### src/rtl/seq_alu.sv
// seq_alu: clocked ALU with a start/busy/done handshake.
// Operations: ADD, INC, AND, OR, XOR, NOT, ROL (one bit per clock) and CLR.
// Defining SEQ_ALU_SUB_EN turns func 3'b111 from CLR into SUB (b - c).
// Result and flags are registered and only change on completion or reset.
module seq_alu #(
    parameter int unsigned WIDTH = 8
) (
    input  logic             clk,
    input  logic             reset,
    input  logic             start,
    input  logic [2:0]       func,
    input  logic [WIDTH-1:0] b,
    input  logic [WIDTH-1:0] c,
    output logic             busy,
    output logic             done,
    output logic [WIDTH-1:0] result,
    output logic             carry,
    output logic             zero,
    output logic             sign
);

    localparam int unsigned SHAMT_W = $clog2(WIDTH);

    localparam logic [2:0] FuncAdd = 3'b000;
    localparam logic [2:0] FuncInc = 3'b001;
    localparam logic [2:0] FuncAnd = 3'b010;
    localparam logic [2:0] FuncOr  = 3'b011;
    localparam logic [2:0] FuncXor = 3'b100;
    localparam logic [2:0] FuncNot = 3'b101;
    localparam logic [2:0] FuncRol = 3'b110;
    localparam logic [2:0] FuncClr = 3'b111;

    typedef enum logic [1:0] {
        StIdle,
        StRot,
        StDone
    } state_e;

    state_e               state_q, state_d;
    logic [WIDTH-1:0]     sh_q, sh_d;
    logic [SHAMT_W-1:0]   cnt_q, cnt_d;
    logic [WIDTH-1:0]     result_q, result_d;
    logic                 carry_q, carry_d;
    logic                 zero_q, zero_d;
    logic                 sign_q, sign_d;

    logic [WIDTH:0]       add_w;
    logic [WIDTH:0]       inc_w;
    logic [WIDTH-1:0]     op_res;
    logic                 op_carry;
    logic [SHAMT_W-1:0]   rol_n;
    logic [WIDTH-1:0]     rot_next;
    logic                 wr_en;
    logic [WIDTH-1:0]     wr_val;
    logic                 wr_carry;

    assign add_w    = {1'b0, b} + {1'b0, c};
    assign inc_w    = {1'b0, b} + (WIDTH+1)'(1);
    assign rol_n    = c[SHAMT_W-1:0];
    assign rot_next = {sh_q[WIDTH-2:0], sh_q[WIDTH-1]};

`ifdef SEQ_ALU_SUB_EN
    logic [WIDTH:0] sub_w;
    // b + ~c + 1; bit WIDTH is the no-borrow flag
    assign sub_w = {1'b0, b} + {1'b0, ~c} + (WIDTH+1)'(1);
`endif

    // Single-cycle operation results from the live inputs (used only on accept)
    always_comb begin
        op_res   = '0;
        op_carry = 1'b0;
        unique case (func)
            FuncAdd: begin
                op_res   = add_w[WIDTH-1:0];
                op_carry = add_w[WIDTH];
            end
            FuncInc: begin
                op_res   = inc_w[WIDTH-1:0];
                op_carry = inc_w[WIDTH];
            end
            FuncAnd: op_res = b & c;
            FuncOr:  op_res = b | c;
            FuncXor: op_res = b ^ c;
            FuncNot: op_res = ~b;
            FuncRol: op_res = b;
            FuncClr: begin
`ifdef SEQ_ALU_SUB_EN
                op_res   = sub_w[WIDTH-1:0];
                op_carry = sub_w[WIDTH];
`else
                op_res   = '0;
`endif
            end
            default: op_res = '0;
        endcase
    end

    // FSM next state, rotate datapath and completion write of result/flags
    always_comb begin
        state_d  = state_q;
        sh_d     = sh_q;
        cnt_d    = cnt_q;
        result_d = result_q;
        carry_d  = carry_q;
        zero_d   = zero_q;
        sign_d   = sign_q;
        wr_en    = 1'b0;
        wr_val   = '0;
        wr_carry = 1'b0;

        unique case (state_q)
            StIdle: begin
                if (start) begin
                    if (func == FuncRol) begin
                        if (rol_n == '0) begin
                            wr_en   = 1'b1;
                            wr_val  = b;
                            state_d = StDone;
                        end else begin
                            sh_d    = b;
                            cnt_d   = rol_n;
                            state_d = StRot;
                        end
                    end else begin
                        wr_en    = 1'b1;
                        wr_val   = op_res;
                        wr_carry = op_carry;
                        state_d  = StDone;
                    end
                end
            end
            StRot: begin
                sh_d  = rot_next;
                cnt_d = cnt_q - SHAMT_W'(1);
                // Last step: carry is the MSB rotated out on this edge
                if (cnt_q == SHAMT_W'(1)) begin
                    wr_en    = 1'b1;
                    wr_val   = rot_next;
                    wr_carry = sh_q[WIDTH-1];
                    state_d  = StDone;
                end
            end
            StDone:  state_d = StIdle;
            default: state_d = StIdle;
        endcase

        if (wr_en) begin
            result_d = wr_val;
            carry_d  = wr_carry;
            zero_d   = (wr_val == '0);
            sign_d   = wr_val[WIDTH-1];
        end
    end

    // State and output registers; reset abandons any rotate in flight
    always_ff @(posedge clk or posedge reset) begin
        if (reset) begin
            state_q  <= StIdle;
            sh_q     <= '0;
            cnt_q    <= '0;
            result_q <= '0;
            carry_q  <= 1'b0;
            zero_q   <= 1'b0;
            sign_q   <= 1'b0;
        end else begin
            state_q  <= state_d;
            sh_q     <= sh_d;
            cnt_q    <= cnt_d;
            result_q <= result_d;
            carry_q  <= carry_d;
            zero_q   <= zero_d;
            sign_q   <= sign_d;
        end
    end

    assign busy   = (state_q != StIdle);
    assign done   = (state_q == StDone);
    assign result = result_q;
    assign carry  = carry_q;
    assign zero   = zero_q;
    assign sign   = sign_q;

endmodule

### config.mk
export PLATFORM = sky130hd
export DESIGN_NAME = seq_alu
export DESIGN_NICKNAME = d
export VERILOG_FILES = /design/src/rtl/seq_alu.sv
export SDC_FILE = /design/constraint.sdc
export NUM_CORES = 1
export LEC_CHECK = 0
export CORE_MARGIN = 1.5
export CORE_UTILIZATION = 51
export CTS_BUF_LIST = sky130_fd_sc_hd__clkbuf_8
export DETAILED_ROUTE_END_ITERATION = 8
export PLACE_DENSITY_LB_ADDON = 0.12
export SKIP_CTS_REPAIR_TIMING = 1
export SLEW_MARGIN = 20
export SYNTH_ARGS = -nofsm -noshare
export SYNTH_HDL_FRONTEND = slang
export SYNTH_SLANG_ARGS = --single-unit
### constraint.sdc
create_clock -name clk -period 1.75 [get_ports clk]
set_input_delay 0.175 -clock clk [delete_from_list [all_inputs] [get_ports clk]]
set_output_delay 0.175 -clock clk [all_outputs]
set_load 0.01 [all_outputs]
==> out/metrics.csv, run 1 <==
metric,value,unit
status,"finished, violations left",
failing checks,setup timing,
Worst Max-Slew Pin Slew,0.447,ns
vias per inst,6.45,
Fillers,222,
Final ANT Viol Nets,0,
ranking of synthesized cells by area,"dfrtp_1, ha_1, o21ai_0, nand2_1, mux2i_1",
# rows,23,
Hold Crit Class,input port to async pin,
"Seq/Total Area, Yosys",25.7,%
flop2flop setup slack,-0.19,ns
routed len/inst,19.1,um
"EDFF count, synth",0,
Syn. warnings,0,
Critical Path AT,2.26,ns
"commonest non-fill, non-tap cell in the layout",buf_4,
Post-Synth Adder-Cell Area,11.5,%
Synth Area in Compound Gates,24.6,%
Starting Density,54.5,%
"Primary FF master, synth",dfrtp_1,
die width,69.3,um
area taken by multi-input logic gates,1760,um2
Port Buffer Count,34,
total iterations of the first detailed-routing run,7,
xor and xnor area share after synthesis,2.73,%
number of diodes,0,
mux share of post-synthesis cell area,4.46,%
Mapped Nets,319,
Design Power,2.86,mW
final setup vio count,5,
grt total ovfl,0,
Max-cap violations,0,
Final GP Congestion,0.862,
FF/Latch Area,576,um2
Startpoint Class,input port,
dpl hpwl,5330,um
crit share post-route,120,%
fmax,0.476,GHz
Mapped Area,2240,um2
vias in the first global route,2450,
Iter 0 DRT Violations,469,
first-pass GRT wire length,11200,um
Routed WL,8310,um
Global Route Usage Sum,28.1,%
die area,4810,um2
Seq cells post-synth,23,
antenna violations before repair,0,
critical path cell sequence,buf_8 -> ha_4 -> fa_2 -> a211oi_4 -> buf_4 -> nor3b_4 -> nor4_1 -> o21ai_0 -> and3_1 -> o21bai_1 -> o41ai_2,
Post-Synth Simple-Gate Area,23.5,%
Longest Clk Path Bufs,2,
CP Max Fanout,3,
Skew-Pair Late Insertion Delay,0.26,ns
I/O pins,35,
Crit Path Category,input port to flop,
Clock Sinks,23,
slowest cell on the critical path,fa_2,
max incr delay on CP,0.39,ns
slew margin rel.,69.9,%
Syn-to-layout area delta,59.2,%
layout cells sized above 1,40.4,%
pwr/cell area,800,nW/um2
P_leak,1.69,nW
Post-Layout Cell Count,434,
min cycle time layout,2.10,ns
clock skew,0.00177,ns
RSZ-0062 raised after global routing,yes,
placeable core area,4120,um2
synthesized instance count,277,
Clock Pin Slew Worst Setup and Hold Paths,0.08,ns
final hold vios,0,
pin count of the biggest net entering global routing,24,
CTS buffer count,3,
final setup margin,-0.352,ns
most frequent cells in the layout,"buf_4, nand2_1, dfrtp_1",
Critical Path End Type,flop,
leading area contributor after synthesis,dfrtp_1,
largest family of logic cells by synthesized area,compound AO/OA/AOI/OAI gates,
Post-synth ARST share,100,%
share of Yosys cell area claimed by the top area cell type,25.7,%
CTS tree,yes,
Final #Nets,427,
count of pins over their slew limit,0,
Die Ht,69.3,um
Root Buffer,clkbuf_8,
Unique masters post-synth,56,
routed vias,2799,
Critical Path RT,1.91,ns
DRC errors left,0,
H-tree Lvls,1,
Syn Area/Cell,8.10,um2
Sum Neg Setup Slack,-1.11,ns
VDD IR max,411,uV
placed instance count,422,
-- per-stage QoR --
step	instance area [um2]	hold slack, ns	worst slack, ns	utilization, %
5_1_grt	3570	0.288	-0.482	86.8
2_1_floorplan	2270	0.177	-0.178	-
3_5_place_dp	3190	0.465	-0.922	77.6
6_report	3570	0.248	-0.352	86.8
3_3_place_gp	3190	0.458	-0.817	77.6
4_1_cts	3240	0.258	-0.670	78.7
-- synthesized netlist by cell type, drive strengths merged (3+ instances only) --
cell type,count
a211oi,6
a21o,6
a21oi,8
a221oi,3
a32o,4
a32oi,3
and3,9
buf,9
clkbuf,6
dfrtp,23
ha,19
inv,25
mux2i,10
nand2,30
nand2b,6
nand3,5
nor2,15
nor2b,4
nor3,11
nor4,3
o21ai,26
o221ai,3
o22ai,6
or2,3
xnor2,5
-- final cells by class --
class / count / share of cell area (%)
clock buffers: 3 / 1.16
flip-flops and latches: 23 / 16.1
clock inverters: 1 / 0.105
repair buffers: 118 / 28.9
multi-input cells: 214 / 49.3
well taps: 50 / 1.75
inverters: 25 / 2.63
-- report_power, final --
part	leakage [nW]	internal [mW]	switching, mW
sequential	0.286	0.771	0.193
clock	0.0269	0.156	0.162
combinational	1.38	0.832	0.742
total	1.69	1.76	1.10
-- critical path, delay by kind of cell --
| family | cells | cell delay, ns |
|---|---|---|
| AOI/OAI and AO/OA | 4 | 0.82 |
| buffers and inverters | 2 | 0.26 |
| and+or+nand+nor | 3 | 0.43 |
| adders and majority gates | 2 | 0.55 |
-- logic make-up (layout without fill, tap and decap cells) --
logic type | count (synthesis) | count (layout)
AND/OR/NAND/NOR | 98 | 98
AO/OA/AOI/OAI | 79 | 79
buffers and inverters | 40 | 147
flip-flops | 23 | 23
adder cells (fa/ha/maj) | 20 | 20
multiplexers | 10 | 10
XOR/XNOR | 7 | 7
-- per-layer routing --
metal  GRT usage [%]  share of wire (%)  vias to the layer above  wire (um)
met1            36.4                 39                     1337       3250
met3            1.89                8.1                       39        673
met4            12.9                3.7                        0        307
li1                -                  -                     1215          -
met2            47.8                 49                      208       4080
met5               0                  0                        -          0
-- registers in the layout, summed over array words and instances, names as in the netlist --
register and flops:
carry 1, cnt_q 3, sh_q 8, state_q 2, zero 1, result 8
-- path summary, 6_finish.rpt --
check | end | start | cells after the start
max in group asynchronous | result[7]$_DFFE_PP0P_ | reset | 3
worst max register to register | zero$_DFFE_PP0P_ | cnt_q[0]$_DFFE_PP0P_ | 8
worst max-delay path | zero$_DFFE_PP0P_ | b[0] | 11
min in group clk | cnt_q[0]$_DFFE_PP0P_ | c[0] | 4
worst min-delay path | cnt_q[1]$_DFFE_PP0P_ | reset | 3
worst min register to register | result[2]$_DFFE_PP0P_ | result[2]$_DFFE_PP0P_ | 1
Note: power is estimated with default switching activity, not from simulation.
==> inputs of run 2 (changes only) <==
GPL_TIMING_DRIVEN = 0   (was default)
==> out/metrics.csv, run 2 (synthesized netlist as in run 1, its figures left out) <==
metric,value,unit
status,"finished, violations left",
failing checks,setup timing,
RSZ-0062 raised after global routing,yes,
CP Max Fanout,5,
final setup margin,-0.392,ns
Crit Path Category,input port to flop,
routed vias,2270,
Critical Path AT,2.32,ns
Max-cap violations,0,
Fillers,328,
Hold Crit Class,input port to flop,
min cycle time layout,2.14,ns
utilization after layout,74.3,%
count of pins over their slew limit,0,
P_leak,1.37,nW
# rows,23,
Iter 0 DRT Violations,241,
FF/Latch Area,577,um2
routed len/inst,16.5,um
final hold vios,0,
crit share post-route,122,%
Port Buffer Count,32,
H-tree Lvls,1,
antenna violations before repair,0,
vias in the first global route,2020,
Final GP Congestion,0.862,
flop2flop setup slack,-0.16,ns
total iterations of the first detailed-routing run,4,
Routed WL,6200,um
Design Power,2.65,mW
Starting Density,54.5,%
Final ANT Viol Nets,0,
Post-DP Area,2660,um2
die width,69.3,um
first-pass GRT wire length,9730,um
CTS buffer count,3,
Worst Hold Path Cells,3,
cell count of the worst reg-to-reg path,7,
Skew-Pair Late Insertion Delay,0.27,ns
I/O pins,35,
reg-to-reg critical path endpoint,zero$_DFFE_PP0P_,
DRC errors left,0,
hold_sp,c[0],
Final Instance Area,3060,um2
number of diodes,0,
die area,4810,um2
Clock Sinks,23,
WHS Endpoint,cnt_q[0]$_DFFE_PP0P_,
Critical Path RT,1.93,ns
vias per inst,6.05,
slew margin rel.,42.0,%
Root Buffer,clkbuf_8,
grt total ovfl,0,
Longest Clk Path Bufs,2,
Startpoint Class,input port,
most frequent cells in the layout,"nand2_1, dfrtp_1, o21ai_0",
clock skew,0.00132,ns
Critical Path End Type,flop,
final setup vio count,6,
placeable core area,4120,um2
CTS tree,yes,
pin count of the biggest net entering global routing,24,
VDD IR max,315,uV
Global Route Usage Sum,24.1,%
layout cells sized above 1,26.2,%
dpl hpwl,4420,um
area taken by multi-input logic gates,1750,um2
fmax,0.467,GHz
Worst Max-Slew Pin Slew,0.869,ns
"commonest non-fill, non-tap cell in the layout",nand2_1,
Final #Nets,368,
RR Startpoint,state_q[1]$_DFFE_PP0P_,
pwr/cell area,866,nW/um2
Syn-to-layout area delta,36.3,%
Die Ht,69.3,um
Clock Pin Slew Worst Setup and Hold Paths,0.08,ns
==> run 2: changes by cell type in the layout (fill, tap and decap cells not counted), moves of 3 or more <==
cell / change
nor2_1: +3
ha_2: -4
buf_2: +6
buf_6: -8
nor2_2: -3
buf_4: -58
ha_4: +4
==> run 2: critical path, cell delays in order <==
cell	delay, ns
buf_8	0.11
ha_4	0.17
fa_2	0.39
a211oi_4	0.34
nor2_2	0.08
xnor2_1	0.22
a211oi_2	0.12
a221oi_2	0.23
nand4_1	0.17
o41ai_2	0.33
==> run 2: area by class of cell <==
| class | instances | share of cell area [%] |
|---|---|---|
| Clock inverter | 1 | 0.164 |
| Clock buffer | 3 | 1.35 |
| Multi-Input combinational cell | 214 | 57.1 |
| Sequential cell | 23 | 18.9 |
| Buffer | 13 | 2.45 |
| Inverter | 25 | 3.07 |
| Tap cell | 50 | 2.05 |
| Timing Repair Buffer | 46 | 14.9 |
==> run 2: power breakdown <==
| group | switching [mW] | internal (mW) |
|---|---|---|
| Combinational | 0.634 | 0.719 |
| Clock | 0.180 | 0.159 |
| Sequential | 0.183 | 0.772 |
==> run 2: metal layers <==
layer / GRT usage, % / routed length [um] / vias to the layer above
li1: - / - / 1091
met1: 34.5 / 2700 / 1068
met2: 40.6 / 3040 / 101
met3: 0.872 / 372 / 10
met4: 5.23 / 89 / 0
met5: 0 / 0 / -
==> run 2: worst max-delay path by stage <==
stage | start | endpoint | slack, ns
after floorplan | b[0] | zero$_DFFE_PP0P_ | -0.18
after global placement | b[0] | zero$_DFFE_PP0P_ | -1.16
after detailed placement | b[1] | zero$_DFFE_PP0P_ | -1.19
after CTS | b[1] | zero$_DFFE_PP0P_ | -0.92
after global routing | c[0] | zero$_DFFE_PP0P_ | -0.53
final | c[0] | zero$_DFFE_PP0P_ | -0.39
==> run 2: through the flow <==
| stage | instances | setup WS, ns | TNS [ns] | hold WS (ns) |
|---|---|---|---|---|
| CTS | 363 | -0.919 | -7.62 | 0.417 |
| floorplan | 277 | -0.178 | -0.195 | 0.177 |
| detailed placement | 359 | -1.19 | -13.52 | 0.468 |
| global placement | 359 | -1.16 | -13.14 | 0.459 |
| finish | 375 | -0.392 | -0.713 | 0.158 |
| global route | 375 | -0.527 | -1.26 | 0.191 |
==> inputs of run 3 (changes only) <==
CORE_MARGIN = 5   (was 1.5)
==> out/metrics.csv, run 3 (synthesized netlist as in run 1, its figures left out) <==
metric,value,unit
VDD IR max,328,uV
pin count of the biggest net entering global routing,24,
clock skew,0.00837,ns
vias in the first global route,2030,
Max-cap violations,0,
CTS tree,yes,
H-tree Lvls,1,
reg-to-reg critical path endpoint,zero$_DFFE_PP0P_,
Post-Layout Cell Count,382,
Final #Nets,373,
I/O pins,35,
final hold vios,0,
hold_ws,0.164,ns
Crit Path Category,input port to flop,
pwr/cell area,858,nW/um2
CTS buffer count,3,
CP Max Fanout,5,
Sum Neg Setup Slack,-0.924,ns
"commonest non-fill, non-tap cell in the layout",nand2_1,
DRC errors left,0,
number of diodes,0,
utilization after layout,71.5,%
Iter 0 DRT Violations,199,
routed vias,2292,
most used routing layer,met2,
Longest Clk Path Bufs,2,
Worst Hold Path Cells,3,
Routed WL,6400,um
antenna violations before repair,0,
flop2flop setup slack,-0.18,ns
count of pins over their slew limit,0,
Hold Crit Class,input port to flop,
RR Startpoint,state_q[0]$_DFFE_PP0P_,
P_leak,1.38,nW
Skew-Pair Late Insertion Delay,0.26,ns
Syn-to-layout area delta,37.8,%
Post-DP Area,2660,um2
Final GP Congestion,0.873,
met3 Resource Use GR,0.591,%
grt total ovfl,0,
Startpoint Class,input port,
Critical Path AT,2.24,ns
final setup vio count,5,
placeable core area,4320,um2
vias per inst,6.00,
failing checks,setup timing,
dpl hpwl,4650,um
status,"finished, violations left",
Clock Sinks,23,
Port Buffer Count,32,
WHS Endpoint,cnt_q[0]$_DFFE_PP0P_,
crit share post-route,118,%
Global Route Usage Sum,20.4,%
Critical Path End Type,flop,
fmax,0.483,GHz
die area,5830,um2
most frequent cells in the layout,"nand2_1, buf_4, inv_1, o21ai_0, dfrtp_1",
layout cells sized above 1,28.8,%
placed instance count,361,
total iterations of the first detailed-routing run,4,
Worst Max-Slew Pin Slew,0.843,ns
first-pass GRT wire length,10200,um
Die Ht,76.3,um
met2 GRT Util,35.4,%
final setup margin,-0.322,ns
RSZ-0062 raised after global routing,yes,
cell count of the worst reg-to-reg path,7,
routed len/inst,16.8,um
met1 Resource Use GR,28.2,%
Final Instance Area,3090,um2
# rows,24,
die width,76.3,um
slew margin rel.,43.7,%
Starting Density,51.9,%
Clock Pin Slew Worst Setup and Hold Paths,0.09,ns
Final ANT Viol Nets,0,
Root Buffer,clkbuf_8,
hold_sp,c[0],
min cycle time layout,2.07,ns
Critical Path RT,1.92,ns
-- run 3: changes by cell type in the layout (fill, tap and decap cells not counted), sizes merged --
cell	previous run	this run
buf	29	39
clkbuf	11	7
dlymetal6s2s	6	5
-- run 3: worst max-delay path by stage --
stage / start / endpoint / slack, ns
final: c[0] / zero$_DFFE_PP0P_ / -0.32
after global routing: c[0] / zero$_DFFE_PP0P_ / -0.40
after CTS: b[0] / zero$_DFFE_PP0P_ / -0.90
after detailed placement: b[0] / zero$_DFFE_PP0P_ / -1.17
after global placement: b[0] / zero$_DFFE_PP0P_ / -1.17
after floorplan: b[0] / zero$_DFFE_PP0P_ / -0.18
-- run 3: per-stage QoR --
stage                     power [mW]  setup slack [ns]
after floorplan                 1.62            -0.178
after global placement          2.11             -1.17
after detailed placement        2.15             -1.17
after CTS                       2.47            -0.905
after global routing            2.84            -0.404
final                           2.65            -0.322
-- run 3: worst max-delay path: stages --
cell      delay [ns]
buf_8           0.11
ha_4            0.17
fa_2            0.40
a211oi_4        0.28
nor2_2          0.05
xnor2_1         0.21
a211oi_2        0.12
a221oi_2        0.23
nand4_1         0.16
o41ai_2         0.33
-- run 3: layout make-up --
cell class	count	area [um2]
buffer	13	71.3
clock buffer	3	41.3
clock inverter	1	5.00
fill	351	1230
inverter	25	93.8
multi-input combinational	214	1760
sequential	23	578
tap	52	65.1
timing repair buffer	51	474
-- run 3: power by group --
group	total, mW	internal [mW]	switching (mW)	leakage [nW]
sequential	0.965	0.773	0.192	0.283
combinational	1.36	0.723	0.635	1.07
clock	0.329	0.159	0.170	0.0255
total	2.65	1.65	0.996	1.38
-- run 3: routing by layer --
| metal | vias up | wire length [um] |
|---|---|---|
| met1 | 1094 | 2670 |
| met4 | 0 | 60 |
| met5 | - | 0 |
| met2 | 87 | 3280 |
| met3 | 6 | 398 |
| li1 | 1105 | - |
